**src/rtl/mem_access_ctrl.sv**
```systemverilog
// mem_access_ctrl
// Memory-stage access controller. It sequences one load, store, LL or SC per
// instruction against the data cache and holds the pipeline with mem_stall
// until the cache answers. It owns the LL/SC link register, including
// coherence-snoop invalidation, and presents a registered result for MEM/WB.
module mem_access_ctrl #(
    parameter int ADDR_W = 32
) (
    input  logic              CLK,
    input  logic              nRST,
    input  logic              req_ren,
    input  logic              req_wen,
    input  logic              req_ll,
    input  logic              req_sc,
    input  logic [ADDR_W-1:0] req_addr,
    input  logic [ADDR_W-1:0] req_wdata,
    input  logic              dhit,
    input  logic [ADDR_W-1:0] dmemload,
    input  logic              inv_valid,
    input  logic [ADDR_W-1:0] inv_addr,
    output logic              dmemREN,
    output logic              dmemWEN,
    output logic [ADDR_W-1:0] dmemaddr,
    output logic [ADDR_W-1:0] dmemstore,
    output logic [ADDR_W-1:0] wb_data,
    output logic              mem_stall,
    output logic              mem_done
);

    typedef enum logic [1:0] {
        IDLE = 2'd0,
        WAIT = 2'd1,
        DONE = 2'd2
    } state_t;

    state_t            state_reg;
    state_t            state_next;

    logic              link_valid_reg;
    logic              link_valid_next;
    logic [ADDR_W-1:0] link_addr_reg;
    logic [ADDR_W-1:0] link_addr_next;
    logic [ADDR_W-1:0] wb_data_reg;
    logic [ADDR_W-1:0] wb_data_next;

    // Request decode. A read wins if both enables are ever raised together.
    logic req;
    logic is_load;
    logic is_store;
    logic is_ll;
    logic is_sc;
    logic is_plain_sw;

    // Link / access status for the current cycle.
    logic link_hit;
    logic inv_hit;
    logic in_access_state;
    logic sc_blocked;
    logic access_live;
    logic access_done;
    logic sc_finish;
    logic sc_result;

    // Only the word index of the link and snoop addresses is compared.
    logic unused_bits;

    assign req         = req_ren | req_wen;
    assign is_load     = req_ren;
    assign is_store    = req_wen & ~req_ren;
    assign is_ll       = is_load & req_ll;
    assign is_sc       = is_store & req_sc;
    assign is_plain_sw = is_store & ~req_sc;

    assign link_hit = link_valid_reg &
                      (link_addr_reg[ADDR_W-1:2] == req_addr[ADDR_W-1:2]);
    assign inv_hit  = inv_valid &
                      (inv_addr[ADDR_W-1:2] == link_addr_reg[ADDR_W-1:2]);

    assign in_access_state = (state_reg == IDLE) | (state_reg == WAIT);

    // An SC whose link is gone never touches the cache; it just fails.
    assign sc_blocked  = is_sc & ~link_hit;

    // A cache access is in flight only while enables are driven, so a dhit
    // seen in DONE, in an empty IDLE or on a blocked SC is ignored.
    assign access_live = in_access_state & req & ~sc_blocked;
    assign access_done = access_live & dhit;

    // The SC result is decided on the cycle the FSM moves into DONE.
    assign sc_finish   = in_access_state & is_sc & (state_next == DONE);
    assign sc_result   = access_done & is_sc;

    assign unused_bits = ^{inv_addr[1:0], link_addr_reg[1:0]};

    // State register; reset forces IDLE immediately.
    always_ff @(posedge CLK or negedge nRST) begin
        if (!nRST) begin
            state_reg <= IDLE;
        end else begin
            state_reg <= state_next;
        end
    end

    // Next-state logic: issue in IDLE, hold in WAIT, single DONE cycle.
    always_comb begin
        state_next = state_reg;
        case (state_reg)
            IDLE: begin
                if (req) begin
                    if (sc_blocked || dhit) begin
                        state_next = DONE;
                    end else begin
                        state_next = WAIT;
                    end
                end
            end
            WAIT: begin
                if (!req) begin
                    state_next = IDLE;
                end else if (sc_blocked || dhit) begin
                    state_next = DONE;
                end
            end
            DONE: begin
                state_next = IDLE;
            end
            default: begin
                state_next = IDLE;
            end
        endcase
    end

    // Output decode: enables and stall follow the request combinationally.
    always_comb begin
        dmemREN   = 1'b0;
        dmemWEN   = 1'b0;
        mem_stall = 1'b0;
        mem_done  = 1'b0;
        case (state_reg)
            IDLE, WAIT: begin
                dmemREN   = is_load;
                dmemWEN   = is_store & (~req_sc | link_hit);
                mem_stall = req;
            end
            DONE: begin
                mem_done = 1'b1;
            end
            default: begin
                mem_done = 1'b0;
            end
        endcase
    end

    assign dmemaddr  = req_addr;
    assign dmemstore = req_wdata;
    assign wb_data   = wb_data_reg;

    // Link register next value; an LL setting the link overrides a snoop
    // clearing it in the same cycle because the LL is the newer link.
    always_comb begin
        link_valid_next = link_valid_reg;
        link_addr_next  = link_addr_reg;
        if (inv_hit) begin
            link_valid_next = 1'b0;
        end
        if (sc_finish) begin
            link_valid_next = 1'b0;
        end
        if (access_done && is_plain_sw && link_hit) begin
            link_valid_next = 1'b0;
        end
        if (access_done && is_ll) begin
            link_valid_next = 1'b1;
            link_addr_next  = req_addr;
        end
    end

    // Write-back data next value: load data on hit, SC flag on completion,
    // plain stores leave it alone.
    always_comb begin
        wb_data_next = wb_data_reg;
        if (access_done && is_load) begin
            wb_data_next = dmemload;
        end else if (sc_finish) begin
            wb_data_next = {{(ADDR_W-1){1'b0}}, sc_result};
        end
    end

    // Link and write-back registers.
    always_ff @(posedge CLK or negedge nRST) begin
        if (!nRST) begin
            link_valid_reg <= 1'b0;
            link_addr_reg  <= '0;
            wb_data_reg    <= '0;
        end else begin
            link_valid_reg <= link_valid_next;
            link_addr_reg  <= link_addr_next;
            wb_data_reg    <= wb_data_next;
        end
    end

endmodule

```
**config.mk**
```make
export PLATFORM = sky130hd
export DESIGN_NAME = mem_access_ctrl
export DESIGN_NICKNAME = d
export VERILOG_FILES = /design/src/rtl/mem_access_ctrl.sv
export SDC_FILE = /design/constraint.sdc
export NUM_CORES = 1
export LEC_CHECK = 0
export ABC_CLOCK_PERIOD_IN_PS = 3200
export CAP_MARGIN = 20
export CORE_ASPECT_RATIO = 1.75
export CORE_UTILIZATION = 41
export DETAILED_ROUTE_END_ITERATION = 8
export PLACE_DENSITY = 0.87
export SLEW_MARGIN = 10
export SYNTH_ARGS = -nofsm -noshare
export SYNTH_HDL_FRONTEND = slang
export SYNTH_SLANG_ARGS = --single-unit
```
**constraint.sdc**
```tcl
create_clock -name CLK -period 3.2 [get_ports CLK]
set_clock_uncertainty 0.2 [all_clocks]
set_input_delay 0.64 -clock CLK [delete_from_list [all_inputs] [get_ports CLK]]
set_output_delay 0.64 -clock CLK [all_outputs]
set_load 0.01 [all_outputs]
```
==> out/qor.txt, run 1 <==
outcome: completed
syn nets: 523
H-Tree Depth: 3
total track usage: 24.0%
DRT Wirelength: 11800 µm
Initial Util: 42.2%
CP Class: in2out
Placed Instance Area: 0.00558 mm²
Worst Setup End Kind: output port
Cell Chain, Critical Path: clkdlybuf4s50_1 -> xnor2_1 -> nand3_1 -> nor4_4 -> a21oi_2 -> nor2_2 -> clkdlybuf4s15_2
layout cell share with drive strength beyond 1: 23.1%
Die X: 76.4 µm
Worst setup endpoint: dmemWEN
vias post-DR: 3439
largest cells by area after synthesis: dfrtp_1, xnor2_1, buf_4
Synth async-reset ratio: 100%
Slew @ Worst Pin: 770 ps
Seq/Total Area, Yosys: 40.9%
drt via density: 5.23
Post-synth EDFFs: 0
Largest register FFs: 32
Post-Synthesis Cell Area: 0.00397 mm²
Worst Path Max Fanout: 3
clock network fraction of total power: 28.0%
Port Buf Inserts: 165
Finish-stage setup viols: 0
period utilization: 97.2%
RR Startpoint: link_addr_reg[29]
post-DP HPWL: 9250 µm
fin nets: 667
Ports: 236
Final Cell Area: 0.00612 mm²
DR top layer: met4
# hold bufs at CTS: 0
Yosys reg bits: 65
initial antenna violation count: 0
Overflow after GRT: 0
cell taking the most area after synthesis: dfrtp_1
Metal-1 WL: 3670 µm
Sw Share: 29.7%
CTS root buf: clkbuf_16
Max-cap violations: 0
CORE AREA: 0.00941 mm²
Max Fclk: 0.321 GHz
worst reg2reg endpoint: wb_data[17]
Buf/Inv on CP: 2
crit path DAT: 2270 ps
switching pwr: 1.02 mW
Clock Tree Buf Depth: 2
Worst Hold Class: in2async
relative slew slack: 48.7%
drt wl/cell: 17.9 µm
Final Max Tran Viols: 0
clock tree from TritonCTS: yes
Routed met3 length: 630 µm
global-route wire length before repair: 18700 µm
Antenna Cells: 0
CTS clock-pin slew for the worst setup and hold paths: 50 ps
Iter 0 DRT Violations: 107
CTS Buf Count: 9
pre-CTS WS: -535 ps
Final Hold Fails: 0
flop2flop setup slack: 850 ps
Remaining DRCs: 0
RSZ-0062 raised after global routing: false
Synthesis Warnings: 0
CP max-delay cell: clkdlybuf4s50_1
Yosys cell types: 34
ANT nets after route: 0
Final Util: 65.0%
crit-path leading delay family: buffers and inverters
# clock sinks: 65
Yosys top cell area share: 40.9%
Clk Latency, worst-skew pair: 320 ps
DR WL met2: 6770 µm
synthesized instance count: 387
Worst VDD drop: 0.359 mV
Final Critical Period: 3110 ps
Critical Path Max Stage Delay: 470 ps
Mapped Avg Cell Area: 10.3 µm²
startpoint types: input port
ys flop type: dfrtp_1
combinational group share of total power: 36.1%
Die ar.: 0.0101 mm²
Setup WS post-layout: 88.3 ps
Pleak: 2.62 nW
area grow syn2layout: 53.9%
pin count of the biggest net entering global routing: 35
CP required: 2360 ps
Reg2Reg Depth: 8
gpl congestion: 0.835
Pint: 2.40 mW
Die Y: 132 µm
Site Rows: 47
Critical Path Source: req_addr[30]
Seq pwr share: 35.9%
vias in the first global route: 3748
Pre-antenna DRT Iters: 4
WP depth: 7
PwrDens: 559 mW/mm²
[cells by family (layout without fill, tap and decap cells)]
logic type	count (synthesis)	in the layout	synth area share, %
multiplexers	30	30	8.50
flip-flops	65	65	40.9
AO/OA/AOI/OAI	75	75	12.3
XOR/XNOR	60	60	13.2
AND/OR/NAND/NOR	73	73	10.4
buffers and inverters	84	233	14.7
[cells in the final DEF (no fill, tap or decap), types with 2 or more instances in the layout]
cell and instances:
a211oi_1 2, a21o_1 2, a21oi_2 2, a22o_1 2, a22oi_1 31, buf_12 2
buf_4 46, clkbuf_1 3, clkbuf_16 9, clkdlybuf4s50_1 143, clkinv_2 2, dfrtp_1 65
dlygate4sd2_1 6, dlymetal6s2s_1 14, inv_1 2, mux2_2 30, nand2_1 19, nand2b_1 15
nand3_1 2, nand4_1 21, nor2_1 3, nor4_1 3, nor4_4 2, o21ai_0 3
o21ai_1 30, xnor2_1 33, xnor2_2 23, xor2_1 4
[routing by layer]
layer | GRT usage [%] | up-vias
met2 | 46.7 | 148
met3 | 4.64 | 65
li1 | - | 1584
met4 | 14.6 | 0
met5 | 0 | -
met1 | 22.2 | 1642
[Yosys cell counts (10+ instances only)]
cell / number
clkbuf_1: 10
nand2b_1: 15
a22oi_1: 31
dfrtp_1: 65
xnor2_1: 56
o21ai_1: 30
nand4_1: 21
mux2_2: 30
buf_4: 64
nand2_1: 19
[layout make-up]
| class | count | area [µm²] |
|---|---|---|
| clock buffer | 13 | 250 |
| clock inverter | 3 | 40.0 |
| fill | 756 | 3290 |
| inverter | 3 | 11.3 |
| multi-input combinational | 238 | 1960 |
| sequential | 65 | 1630 |
| tap | 122 | 153 |
| timing repair buffer | 214 | 2080 |
[power by group through the flow]
stage	registers, mW	clock network [mW]	logic, mW
global route	1.26	1.02	1.33
finish	1.23	0.956	1.23
CTS	1.22	0.977	1.21
floorplan	1.22	0	0.575
detailed placement	1.22	0	1.16
global placement	1.20	0	1.13
[how the worst min path moves through the flow]
stage / from / endpoint
CTS: nRST / wb_data[26]
floorplan: nRST / link_addr_reg[10]
detailed placement: wb_data[22] / wb_data[22]
global placement: wb_data[2] / wb_data[2]
finish: nRST / wb_data[27]
global route: nRST / wb_data[19]
[what timing repair did]
action                     CTS  global route
cloned                       0             0
gates resized for setup     26            24
setup buffers                1             2
setup endpoints to repair    1             1
pin swaps                   12            20
[stage by stage]
stage / hold slack, ps / cells / setup TNS, ps / power (mW)
6_report: 197 / 658 / 0 / 3.42
5_1_grt: 240 / 658 / 0 / 3.61
4_1_cts: 222 / 656 / 0 / 3.41
3_5_place_dp: 333 / 639 / -535 / 2.38
3_3_place_gp: 318 / 638 / -2440 / 2.34
2_1_floorplan: 144 / 387 / 0 / 1.80
Note: power is estimated with default switching activity, not from simulation.
==> inputs of run 2 (changes only) <==
==> constraint.sdc (replaced) <==
create_clock -name CLK -period 3.2 [get_ports CLK]
set_clock_uncertainty 0.2 [all_clocks]
set_input_delay 0.48 -clock CLK [delete_from_list [all_inputs] [get_ports CLK]]
set_output_delay 0.48 -clock CLK [all_outputs]
set_load 0.01 [all_outputs]
==> run 2 against run 1 <==
  * Cell count shrank 1.1%
  * Global-route usage shrank 0.097 points
  * Count of clock-buffer cells in the layout is the same
  * Critical endpoint unchanged
  * Combinational power shrank 6%
  * Core utilization shrank 2.6 points
  * Largest power group unchanged
  * Flip-flop and latch count is the same
  * First-iteration DRC count grew 19%
  * Die area is the same
  * Worst setup slack gained 42 ps
  * Routed wire length shrank 2.4%
==> out/qor.txt, run 2 (same netlist as run 1, synthesis figures left out) <==
Routed met3 length: 582 µm (-7.6%)
# hold bufs at CTS: 0 (unchanged)
period utilization: 95.9% (-1.3 points)
DRT Wirelength: 11500 µm (-2.4%)
Sw Share: 29.6% (-0.12 points)
outcome: completed
vias in the first global route: 3679 (-1.8%)
H-Tree Depth: 3 (unchanged)
most frequent cells in the layout: clkdlybuf4s50_1, dfrtp_1, xnor2_1
pin count of the biggest net entering global routing: 35 (unchanged)
most common cell after layout, fill and taps aside: clkdlybuf4s50_1
ANT nets after route: 0 (unchanged)
layout cell share with drive strength beyond 1: 17.8% (-5.3 points)
register area: 0.00163 mm² (unchanged)
Site Rows: 47 (unchanged)
Buf/Inv on CP: 3 (+1)
RSZ-0062 raised after global routing: false
area of the multi-input gates: 0.00181 mm² (-7.6%)
setup repair bufs after CTS: 0 (-1)
crit-path leading delay family: buffers and inverters
Slew @ Worst Pin: 793 ps (+23.1 ps)
Max-cap violations: 0 (unchanged)
Die X: 76.4 µm (unchanged)
# fillers: 785 (+3.8%)
Critical Path Max Stage Delay: 570 ps (+100 ps)
Clk Latency, worst-skew pair: 320 ps (about the same)
clock network fraction of total power: 28.7% (+0.7 points)
Initial Util: 42.2% (unchanged)
Seq pwr share: 36.4% (+0.5 points)
total track usage: 23.9% (-0.097 points)
Pwr Total: 3.32 mW (-2.8%)
Cell Chain, Critical Path: clkdlybuf4s50_1 -> xnor2_2 -> buf_4 -> nand4_1 -> nor4_4 -> a21oi_1 -> nor2_1 -> dlygate4sd2_1
PwrDens: 566 mW/mm² (+1.3%)
Worst Hold Class: in2async
Overflow after GRT: 0 (unchanged)
drt wl/cell: 17.7 µm (-1.3%)
Largest register FFs: 32 (unchanged)
Worst Path Max Fanout: 3 (unchanged)
CORE AREA: 0.00941 mm² (unchanged)
post-DP HPWL: 9170 µm (-0.78%)
Hold Slack: 35.4 ps (-162 ps)
CTS clock-pin slew for the worst setup and hold paths: 50 ps (about the same)
Critical Path Source: req_addr[22]
global-route wire length before repair: 18600 µm (-0.26%)
Clock Tree Buf Depth: 2 (unchanged)
Final Critical Period: 3070 ps (-42.0 ps)
Finish-stage setup viols: 0 (unchanged)
startpoint types: input port
CP max-delay cell: clkdlybuf4s50_1
Final Hold Fails: 0 (unchanged)
initial antenna violation count: 1 (+1)
Pleak: 2.34 nW (-11%)
Metal-1 WL: 3760 µm (+2.4%)
# clock sinks: 65 (unchanged)
CP Class: in2out
pre-CTS WS: -248 ps (+287 ps)
CP required: 2520 ps (+160 ps)
crit path DAT: 2390 ps (+120 ps)
area grow syn2layout: 47.7%
Final Max Tran Viols: 0 (unchanged)
fin nets: 659 (-1.2%)
Port Buf Inserts: 165 (unchanged)
Iter 0 DRT Violations: 127 (+19%)
Ports: 236 (unchanged)
Max Fclk: 0.326 GHz (+1.4%)
Die ar.: 0.0101 mm² (unchanged)
Worst Setup End Kind: output port
Setup WS post-layout: 130 ps (+42.0 ps)
vias post-DR: 3406 (-0.96%)
Remaining DRCs: 0 (unchanged)
DR WL met2: 6480 µm (-4.3%)
Worst VDD drop: 0.374 mV (+4.1%)
drt via density: 5.23 (+0.11%)
combinational group share of total power: 34.9% (-1.2 points)
CTS Buf Count: 9 (unchanged)
gpl congestion: 0.818 (-2.0%)
DR top layer: met4
relative slew slack: 47.1% (-1.5 points)
switching pwr: 0.984 mW (-3.2%)
clock tree from TritonCTS: yes
Die Y: 132 µm (unchanged)
RR Startpoint: link_addr_reg[14]
Pre-antenna DRT Iters: 5 (+1)
Pint: 2.34 mW (-2.6%)
CTS root buf: clkbuf_16
-- run 2: cell types whose count changed in the layout (fill, tap and decap cells not counted), sizes merged --
cell | previous run | this run
buf | 50 | 42
clkdlybuf4s15 | 1 | 0
clkdlybuf4s50 | 143 | 163
diode | 0 | 1
dlygate4sd2 | 6 | 1
dlymetal6s2s | 14 | 0
-- run 2: timing repair --
action	4_1_cts	5_1_grt
gates resized for setup	4	3
gates cloned	0	0
endpoints found under the setup margin	1	1
pin swaps	2	1
-- run 2: final cells by class --
type / instances / area share [%]
Timing Repair Buffer: 206 / 33.6
Multi-Input combinational cell: 238 / 30.9
Sequential cell: 65 / 27.7
Clock buffer: 13 / 4.26
Tap cell: 122 / 2.60
Clock inverter: 3 / 0.682
Inverter: 3 / 0.192
Antenna cell: 1 / 0.0426
-- run 2: metal layers --
layer  GRT usage (%)  up-vias
met3            5.26       64
met4            15.5        0
met5               0        -
met2            45.6      139
li1                -     1569
met1            22.1     1634
-- run 2: power groups by stage --
| stage | Combinational [mW] | Clock (mW) | Sequential, mW |
|---|---|---|---|
| detailed placement | 1.15 | 0 | 1.22 |
| floorplan | 0.575 | 0 | 1.22 |
| global route | 1.25 | 1.02 | 1.24 |
| CTS | 1.17 | 0.976 | 1.21 |
| finish | 1.16 | 0.952 | 1.21 |
| global placement | 1.12 | 0 | 1.20 |
-- run 2: through the flow --
step / instance area (µm²) / std cells / setup TNS [ps] / util, %
finish: 5870 / 651 / 0 / 62.4
global route: 5870 / 651 / 0 / 62.4
CTS: 5840 / 650 / 0 / 62.1
detailed placement: 5530 / 634 / -248 / 58.8
global placement: 5510 / 633 / -228 / 58.6
floorplan: 3970 / 387 / 0 / -
-- run 2: path summary, 6_finish.rpt --
| path | to | slack, ps | cells past startpoint |
|---|---|---|---|
| max | dmemWEN | 130 | 8 |
| min in group CLK | wb_data[25] | 340 | 2 |
| min reg2reg | wb_data[25] | 340 | 2 |
| max in group asynchronous | wb_data[20] | 2080 | 2 |
| min | wb_data[17] | 40 | 1 |
| max reg2reg | wb_data[17] | 870 | 8 |
==> inputs of run 3 (changes only) <==
Settings changed: ABC_CLOCK_PERIOD_IN_PS 3200 to 2800, CORE_UTILIZATION 41 to 35, PLACE_DENSITY 0.87 to 0.79, SKIP_LAST_GASP set to 1.
Clock period 3.2 ns to 2.8 ns, I/O delays scaled along.
==> run 3 against run 2 <==
  * Worst hold slack improved by 230 ps
  * Critical path depth fell by 1
  * Power increased by 18%
  * Clock power increased by 13%
  * Combinational power is 23% higher
  * Worst setup slack lost 10 ps
  * Design area up 4.4%
  * Critical endpoint unchanged
  * Largest power group is now combinational logic
==> out/qor.txt, run 3 (same netlist as run 1, synthesis figures left out) <==
Placed Instance Area: 0.00563 mm² (+1.8%)
fin cells: 672 (+3.2%)
Slew @ Worst Pin: 382 ps (-412 ps)
Final Critical Period: 2680 ps
Pre-antenna DRT Iters: 4 (-1)
Ports: 236 (unchanged)
Worst Path Max Fanout: 3 (unchanged)
CTS clock-pin slew for the worst setup and hold paths: 50 ps (about the same)
Worst Hold Class: in2reg
post-DP HPWL: 8990 µm (-2.0%)
gpl congestion: 0.782 (-4.4%)
Reg2Reg Depth: 6 (-2)
area grow syn2layout: 54.2%
Max Fclk: 0.373 GHz
crit path DAT: 2060 ps (-330 ps)
Largest register FFs: 32 (unchanged)
Port Buf Inserts: 165 (unchanged)
Critical Path Source: req_addr[14]
Worst VDD drop: 0.326 mV (-13%)
Iter 0 DRT Violations: 112 (-12%)
Final Util: 55.2% (-7.2 points)
total negative slack: 0 ps (unchanged)
Die X: 82.5 µm (+8.0%)
PwrDens: 638 mW/mm² (+13%)
DRT Wirelength: 11600 µm (+0.26%)
drt wl/cell: 17.2 µm (-2.9%)
vias in the first global route: 3497 (-4.9%)
Pleak: 2.57 nW (+9.7%)
CORE AREA: 0.0111 mm² (+18%)
CP required: 2180 ps (-340 ps)
CTS Buf Count: 9 (unchanged)
area of the multi-input gates: 0.00193 mm² (+6.6%)
Final Cell Area: 0.00613 mm² (+4.4%)
Finish-stage setup viols: 0 (unchanged)
Hold Crit Start: req_addr[15]
Overflow after GRT: 0 (unchanged)
Clock Tree Buf Depth: 2 (unchanged)
Hold Path Cell Cnt: 2
flop2flop setup slack: 530 ps (-340 ps)
Max-cap violations: 0 (unchanged)
clock tree from TritonCTS: yes
ANT nets after route: 0 (unchanged)
fin nets: 672 (+2.0%)
H-Tree Depth: 3 (unchanged)
layout cell share with drive strength beyond 1: 23.2% (+5.4 points)
outcome: completed
relative slew slack: 74.4% (+27 points)
vias post-DR: 3402 (-0.12%)
Die ar.: 0.0118 mm² (+17%)
Pwr Total: 3.91 mW (+18%)
Final Max Tran Viols: 0 (unchanged)
Clk Latency, worst-skew pair: 320 ps (about the same)
drt via density: 5.06 (-3.2%)
pin count of the biggest net entering global routing: 66 (+89%)
CTS root buf: clkbuf_16
dpl cells: 653 (+3.0%)
worst reg2reg endpoint: link_valid_reg
# fillers: 957 (+22%)
Remaining DRCs: 0 (unchanged)
initial antenna violation count: 1 (unchanged)
total track usage: 20.0% (-3.9 points)
Die Y: 143 µm (+8.1%)
# clock sinks: 65 (unchanged)
startpoint types: input port
period utilization: 95.7%
Final Hold Fails: 0 (unchanged)
Site Rows: 51 (+8.5%)
CP Class: in2out
most frequent cells in the layout: clkdlybuf4s50_1, dfrtp_1, buf_4
most common cell after layout, fill and taps aside: clkdlybuf4s50_1
Initial Util: 35.8% (-6.4 points)
register area: 0.00163 mm² (unchanged)
global-route wire length before repair: 17200 µm (-7.5%)
RR Startpoint: link_addr_reg[3]
Min-Delay Endpoint: link_addr_reg[15]
Worst Setup End Kind: output port
## run 3: changes by cell type in the layout (fill, tap and decap cells not counted), moves of 2 or more
cell | before | now
clkbuf_1 | 3 | 0
xnor2_2 | 4 | 19
dlymetal6s2s_1 | 0 | 8
buf_4 | 39 | 50
clkdlybuf4s50_1 | 163 | 154
xnor2_1 | 52 | 37
buf_12 | 1 | 3
## run 3: layer usage
layer	track usage [%]	share of wire, %	up-vias
met3	4.22	5.5	57
met4	13.9	6.2	0
met2	36.8	55	121
met5	0	0	-
li1	-	-	1597
met1	18.8	33	1627
## run 3: layout make-up
type                            instances  share of cell area [%]
Timing Repair Buffer                  219                    34.4
Multi-Input combinational cell        238                    31.5
Sequential cell                        65                    26.6
Clock buffer                           10                    3.90
Tap cell                              132                    2.70
Clock inverter                          4                   0.735
Inverter                                3                   0.184
Antenna cell                            1                  0.0408
## run 3: critical path: stages
cell and delay [ps]:
clkdlybuf4s50_1 480, xnor2_2 250, nand4_1 200, nor4_4 300
a21oi_2 110, nor2_2 150, buf_2 150
## run 3: worst max path at each step
stage                     endpoint
after global routing       dmemWEN
after CTS                  dmemWEN
after detailed placement   dmemWEN
final                      dmemWEN
after floorplan            dmemWEN
after global placement     dmemWEN
## run 3: stage by stage
step           hold WS [ps]  setup slack, ps
3_3_place_gp            259             -531
3_5_place_dp            269             -565
6_report                267              120
2_1_floorplan         -75.6              720
5_1_grt                 289            -14.7
4_1_cts                 340             42.5
## run 3: timing repair
item,4_1_cts,5_1_grt
endpoints found under the hold margin,65,0
buffers inserted,1,2
hold buffers,1,0
resized for setup,21,15
setup endpoints to repair,1,1
pin swaps,10,16
## run 3: power breakdown
| part | total [mW] | switching (mW) | internal, mW |
|---|---|---|---|
| Sequential | 1.40 | 0.236 | 1.16 |
| Combinational | 1.43 | 0.544 | 0.885 |
| Clock | 1.08 | 0.381 | 0.698 |
